[config.mk]
export PLATFORM = sky130hd
export DESIGN_NAME = serial_subtractor_flat
export DESIGN_NICKNAME = d
export VERILOG_FILES = /design/src/rtl/serial_subtractor_pkg.sv /design/src/rtl/serial_subtractor_if.sv /design/src/rtl/full_subtractor.sv /design/src/rtl/serial_subtractor.sv /design/src/flat_wrapper.sv
export SDC_FILE = /design/constraint.sdc
export NUM_CORES = 1
export LEC_CHECK = 0
export ABC_CLOCK_PERIOD_IN_PS = 1680
export BUFFER_PORTS_ARGS = -buffer_cell sky130_fd_sc_hd__buf_2
export CORE_MARGIN = 4
export CORE_UTILIZATION = 40
export CTS_BUF_LIST = sky130_fd_sc_hd__clkbuf_2
export DETAILED_ROUTE_END_ITERATION = 16
export GPL_TIMING_DRIVEN = 0
export PLACE_DENSITY = 0.66
export RECOVER_POWER = 25
export SYNTH_ARGS = -nofsm -noshare
export SYNTH_HDL_FRONTEND = slang
export SYNTH_SLANG_ARGS = --single-unit
[constraint.sdc]
create_clock -name clk -period 1.68 [get_ports clk]
set_input_delay 0.168 -clock clk [delete_from_list [all_inputs] [get_ports clk]]
set_output_delay 0.168 -clock clk [all_outputs]
set_load 0.05 [all_outputs]
[src/rtl/serial_subtractor_pkg.sv]
// Shared types and helpers for the bit-serial subtractor.
package serial_subtractor_pkg;

  localparam int WIDTH_DEF = 4;

  typedef enum logic [1:0] {
    ST_IDLE  = 2'd0,
    ST_SHIFT = 2'd1,
    ST_DONE  = 2'd2
  } state_t;

  // Bit counter width: indexes 0..w-1, never narrower than one bit.
  function automatic int cnt_w(input int w);
    return (w <= 2) ? 1 : $clog2(w);
  endfunction

endpackage

[src/rtl/serial_subtractor_if.sv]
// Request/result bundle between the ALU datapath and the serial subtractor.
interface serial_subtractor_if #(parameter int WIDTH = 4) ();
  logic             start;
  logic [WIDTH-1:0] A;
  logic [WIDTH-1:0] B;
  logic             Bin;
  logic             busy;
  logic             done;
  logic [WIDTH-1:0] D;
  logic             Bout;

  modport master (output start, A, B, Bin, input busy, done, D, Bout);
  modport slave  (input start, A, B, Bin, output busy, done, D, Bout);
endinterface

[src/rtl/full_subtractor.sv]
// One-bit full subtractor cell, reused every cycle by the serial datapath.
module full_subtractor (
  input  logic A,
  input  logic B,
  input  logic Bin,
  output logic D,
  output logic Bout
);
  assign D    = A ^ B ^ Bin;
  assign Bout = (~A & B) | (~(A ^ B) & Bin);
endmodule

[src/rtl/serial_subtractor.sv]
// Bit-serial D = A - B - Bin, LSB first, one bit per clock behind start/done.
module serial_subtractor
  import serial_subtractor_pkg::*;
#(
  parameter int WIDTH = WIDTH_DEF
) (
  input  logic                 clk,
  input  logic                 reset,
  serial_subtractor_if.slave   bus
);

  localparam int CW = cnt_w(WIDTH);

  state_t           r_state, w_state_nxt;
  logic [CW-1:0]    r_cnt;
  logic [WIDTH-1:0] r_a_sh, r_b_sh, r_res, r_D;
  logic             r_borrow, r_Bout;

  logic w_accept, w_last, w_d, w_bout;

  // start only counts when no operation is in flight
  assign w_accept = bus.start && ((r_state == ST_IDLE) || (r_state == ST_DONE));
  assign w_last   = (r_state == ST_SHIFT) && (r_cnt == CW'(WIDTH - 1));

  full_subtractor u_fs (
    .A    (r_a_sh[0]),
    .B    (r_b_sh[0]),
    .Bin  (r_borrow),
    .D    (w_d),
    .Bout (w_bout)
  );

  // State register
  always_ff @(posedge clk) begin
    if (reset) r_state <= ST_IDLE;
    else       r_state <= w_state_nxt;
  end

  // Next-state: DONE doubles as an accept slot for back-to-back operations
  always_comb begin
    w_state_nxt = ST_IDLE;
    case (r_state)
      ST_IDLE:  w_state_nxt = w_accept ? ST_SHIFT : ST_IDLE;
      ST_SHIFT: w_state_nxt = w_last   ? ST_DONE  : ST_SHIFT;
      ST_DONE:  w_state_nxt = w_accept ? ST_SHIFT : ST_IDLE;
      default:  w_state_nxt = ST_IDLE;
    endcase
  end

  // Datapath: latch operands on accept, shift one bit per SHIFT cycle,
  // publish D/Bout only on the completing edge so they hold otherwise
  always_ff @(posedge clk) begin
    if (reset) begin
      r_cnt    <= '0;
      r_a_sh   <= '0;
      r_b_sh   <= '0;
      r_res    <= '0;
      r_borrow <= 1'b0;
      r_D      <= '0;
      r_Bout   <= 1'b0;
    end else if (w_accept) begin
      r_cnt    <= '0;
      r_a_sh   <= bus.A;
      r_b_sh   <= bus.B;
      r_borrow <= bus.Bin;
    end else if (r_state == ST_SHIFT) begin
      r_a_sh   <= r_a_sh >> 1;
      r_b_sh   <= r_b_sh >> 1;
      r_res    <= {w_d, r_res[WIDTH-1:1]};
      r_borrow <= w_bout;
      r_cnt    <= w_last ? '0 : r_cnt + 1'b1;
      if (w_last) begin
        r_D    <= {w_d, r_res[WIDTH-1:1]};
        r_Bout <= w_bout;
      end
    end
  end

  assign bus.busy = (r_state == ST_SHIFT);
  assign bus.done = (r_state == ST_DONE);
  assign bus.D    = r_D;
  assign bus.Bout = r_Bout;

endmodule

[src/flat_wrapper.sv]
// flat-port wrapper written by rule: the top's interface ports become plain ports
module serial_subtractor_flat import serial_subtractor_pkg::*;
#(
  parameter int WIDTH = WIDTH_DEF
)
  (clk, reset, bus_start, bus_A, bus_B, bus_Bin, bus_busy, bus_done, bus_D, bus_Bout);
  serial_subtractor_if #(.WIDTH(WIDTH)) bus_i ();
  input  logic clk;
  input  logic reset;
  input wire logic [$bits(bus_i.start)-1:0] bus_start;
  input wire logic [$bits(bus_i.A)-1:0] bus_A;
  input wire logic [$bits(bus_i.B)-1:0] bus_B;
  input wire logic [$bits(bus_i.Bin)-1:0] bus_Bin;
  output wire logic [$bits(bus_i.busy)-1:0] bus_busy;
  output wire logic [$bits(bus_i.done)-1:0] bus_done;
  output wire logic [$bits(bus_i.D)-1:0] bus_D;
  output wire logic [$bits(bus_i.Bout)-1:0] bus_Bout;
  assign bus_i.start = bus_start;
  assign bus_i.A = bus_A;
  assign bus_i.B = bus_B;
  assign bus_i.Bin = bus_Bin;
  assign bus_busy = bus_i.busy;
  assign bus_done = bus_i.done;
  assign bus_D = bus_i.D;
  assign bus_Bout = bus_i.Bout;
  serial_subtractor #(.WIDTH(WIDTH)) u_core (.clk(clk), .reset(reset), .bus(bus_i));
endmodule
==> results_tabular.tex <==
\begin{tabular}{lr}
\hline
Metric & Value \\
\hline
\multicolumn{2}{l}{\textbf{Clock network}} \\
Number of clock sinks seen by CTS & 21 \\
H-tree depth reported by CTS & 1 \\
Skew-Pair Late Insertion Delay & between 0.3 and 0.4 ns \\
Count of hold buffers inserted by post-cts repair & 0 \\
Number of setup buffers added after CTS & 0 \\
Buffer levels on the longest clock path & 2 \\
TritonCTS clock tree & yes \\
Clock tree root driver cell & clkbuf\_2 \\
Total CTS buffers & 3 \\
Post-CTS clock slew at the launch and capture registers of the worst setup and hold paths & about 0.19 ns \\
\multicolumn{2}{l}{\textbf{Timing}} \\
Fin Clk Skew & 0.00738 ns \\
Number of setup violations in the final report & 0 \\
TNS Setup & 0 ns \\
Setup repair after global routing missed its margin & no \\
Max Freq & between 600 and 700 MHz \\
Transition time of the tightest slew-check pin & 0.596 ns \\
Number of max-slew violations in the final report & 0 \\
Tmin final & approximately 1.6 ns \\
Relative slew margins & 0.604 \\
Period utilisation layout & 0.930 \\
Setup WS post-layout & 0.118 ns \\
Final Hold Vio Count & 0 \\
\multicolumn{2}{l}{\textbf{Drt}} \\
Number of nets still failing antenna checks after routing & 0 \\
Detailed Routing Iterations Pass 1 & 4 \\
Final routed wirelength across all metal layers & 1740 um \\
DRC viols & 0 \\
Via count & 728 \\
DR iter-0 viols & 6 \\
Via density & 4.89 \\
DR WL/cell & 11.7 um \\
\multicolumn{2}{l}{\textbf{Floorplan}} \\
Core area & between 0.002 and 0.0025 sq mm \\
Die extent in y & 54.5 um \\
Die outline width & 54.5 um \\
\# IOs & 19 \\
Initial Utilization & 0.432 \\
Die area & 0.00297 sq mm \\
Standard-cell row count & 16 \\
\multicolumn{2}{l}{\textbf{Critical path}} \\
Cell count of the worst reg-to-reg path & 4 \\
Worst flop-to-flop path startpoint & u\_core.r\_cnt[0] \\
Highest net fanout along the worst path & 10 \\
Crit. End Element & output pin \\
Worst setup path class & flop to output pin \\
Critical Path RT & 1.51 ns \\
Capture point of the worst reg-to-reg path & u\_core.r\_cnt[0] \\
R2R setup slack & between 0.2 and 0.3 ns \\
Kind of launch point of the worst setup path & flop \\
Critical path data arrival time & 1.39 ns \\
\multicolumn{2}{l}{\textbf{Logic synthesis}} \\
Main synth FF type & dfxtp\_1 \\
Gate Count Post-Synth & 100 \\
Avg Inst Size Synth & 8.65 sq um \\
Netlist Area Pre-Place & 865 sq um \\
Share of flip-flops with an asynchronous set or reset after synthesis & 0 \\
Post-synth cell types & 25 \\
Count of flip-flops with a built-in enable after synthesis & 0 \\
Number of nets in the synthesized netlist & between 100 and 150 \\
FF+latch count, synth & 21 \\
Share of the yosys chip area belonging to registers & 0.486 \\
Yosys Warn Count & 0 \\
\multicolumn{2}{l}{\textbf{Global routing}} \\
Overall fraction of global-route tracks in use & 0.137 \\
Initial antenna violation count & 0 \\
Residual overflow from global routing & 0 \\
Wire length of the first global-routing pass & 2900 um \\
Vias in the first global route & 695 \\
Pin count of the biggest net entering global routing & 12 \\
\multicolumn{2}{l}{\textbf{Placement}} \\
Port buffer count & 18 \\
Pre-CTS setup slack & 0.287 ns \\
Dpl cells & 145 \\
Final weighted congestion of routability-driven global placement & just under 0.8 \\
Final HPWL DP & 1300 um \\
\multicolumn{2}{l}{\textbf{Run status}} \\
Outcome & completed \\
\multicolumn{2}{l}{\textbf{Min path}} \\
Number of instances on the worst hold path & 2 \\
Destination of the worst hold path & u\_core.r\_cnt[0] \\
Hold WC Path Type & primary input to flop \\
Hold Path Origin & reset \\
\multicolumn{2}{l}{\textbf{Cells and area}} \\
Number of nets in the layout & 137 \\
Area of combinational cells with multiple inputs & 388 sq um \\
Final Instance Count excl. Fillers & around 150 \\
Commonest cells after routing, fill and taps aside & nand2\_1 (20), dfxtp\_1 (20), buf\_2 (15) \\
Synthesis-to-layout area growth & 17.2\% \\
Fraction of final layout cells sized beyond drive strength 1 & 0.205 \\
Total inserted antenna cells & 0 \\
Sequential cell area in the final layout & $\sim$420 sq um \\
Filler Cells Inserted & a little over 200 \\
\multicolumn{2}{l}{\textbf{Run}} \\
Max-capacitance violation count & 0 \\
\multicolumn{2}{l}{\textbf{Power and ir drop}} \\
Power density over the cells & 875 mW/mm\^{}2 \\
Leakage power total & 0.000396 uW \\
Peak ir drop on the vdd network & 448 uV \\
\hline
\end{tabular}
critical path, cell delays in order, from the launching register on:
cell      delay, ns
dfxtp_1        0.36
nand2b_1       0.15
buf_6          0.14
inv_2          0.12
buf_6          0.15
buf_6          0.16
worst max-delay path by stage:
stage,start,to,slack (ns),cells after the start
6_report,u_core.r_state[1],bus_busy,0.12,5
5_1_grt,u_core.r_state[1],bus_busy,0.02,5
4_1_cts,u_core.r_state[1],bus_busy,0.05,5
3_5_place_dp,u_core.r_cnt[0],u_core.r_cnt[0],0.29,4
3_3_place_gp,u_core.r_cnt[0],u_core.r_cnt[0],0.32,4
2_1_floorplan,u_core.r_cnt[0],u_core.r_cnt[0],0.40,4
metal layers:
layer / up-vias / share of wire / GRT usage
met5: - / 0 / 0
met4: 0 / 0.013 / 0.0622
met3: 4 / 0.039 / 0.0245
met2: 12 / 0.48 / 0.221
met1: 327 / 0.47 / 0.177
li1: 385 / - / -
flip-flops by register name, summed over array words and instances (netlist names):
signal	flops
u_core.r_a_sh	4
u_core.r_cnt	2
u_core.r_state	2
u_core.bus.D	4
u_core.bus.Bout	1
u_core.r_borrow	1
u_core.r_b_sh	4
u_core.r_res	3
kinds of logic after synthesis:
| logic type | share of synthesized area |
|---|---|
| and+or+nand+nor | 0.224 |
| adders and majority gates | 0.0376 |
| AOI/OAI and AO/OA | 0.164 |
| buffers and inverters | 0.0651 |
| muxes | 0.0232 |
| DFF | 0.486 |
metrics by stage:
step / total power, uW / util / instance area, sq um / hold slack (ns)
final: 887 / 0.506 / 1010 / 0.0246
after global routing: 928 / 0.506 / 1010 / 0.00213
after CTS: 886 / 0.505 / 1010 / 0.0134
after detailed placement: 682 / 0.494 / 988 / 0.372
after global placement: 681 / 0.494 / 988 / 0.366
after floorplan: 644 / - / 865 / 0.241
repair_timing:
action / in CTS / in global routing
pin swaps: 0 / 0
gates resized for setup: 1 / 3
endpoints found under the setup margin: 1 / 1
report_power, final:
part	total [uW]	switching, uW	internal, uW	leakage, uW
combinational	138	78.1	60.2	0.000208
sequential	538	14.3	524	0.000172
clock	210	147	63.1	0.0000166
cell type report:
| type | count | area share |
|---|---|---|
| flip-flops and latches | 21 | 0.416 |
| multi-input cells | 68 | 0.383 |
| repair buffers | 18 | 0.0889 |
| plain buffers | 8 | 0.0481 |
| well taps | 27 | 0.0333 |
| clock buffers | 4 | 0.0198 |
| inverters | 3 | 0.0111 |
Yosys cell counts, types with 2 or more instances:
| library cell | count | area share |
|---|---|---|
| a21oi_1 | 11 | 0.064 |
| mux2i_1 | 2 | 0.023 |
| a311oi_1 | 5 | 0.051 |
| nand2_1 | 20 | 0.087 |
| nand3_1 | 7 | 0.041 |
| clkbuf_1 | 3 | 0.013 |
| and2b_1 | 2 | 0.017 |
| nor2_1 | 6 | 0.026 |
| inv_1 | 2 | 0.0087 |
| dfxtp_1 | 21 | 0.49 |
| buf_2 | 3 | 0.017 |
| nand2b_1 | 2 | 0.014 |
| nor3_1 | 4 | 0.023 |
Power figures use the tool's default switching activity.
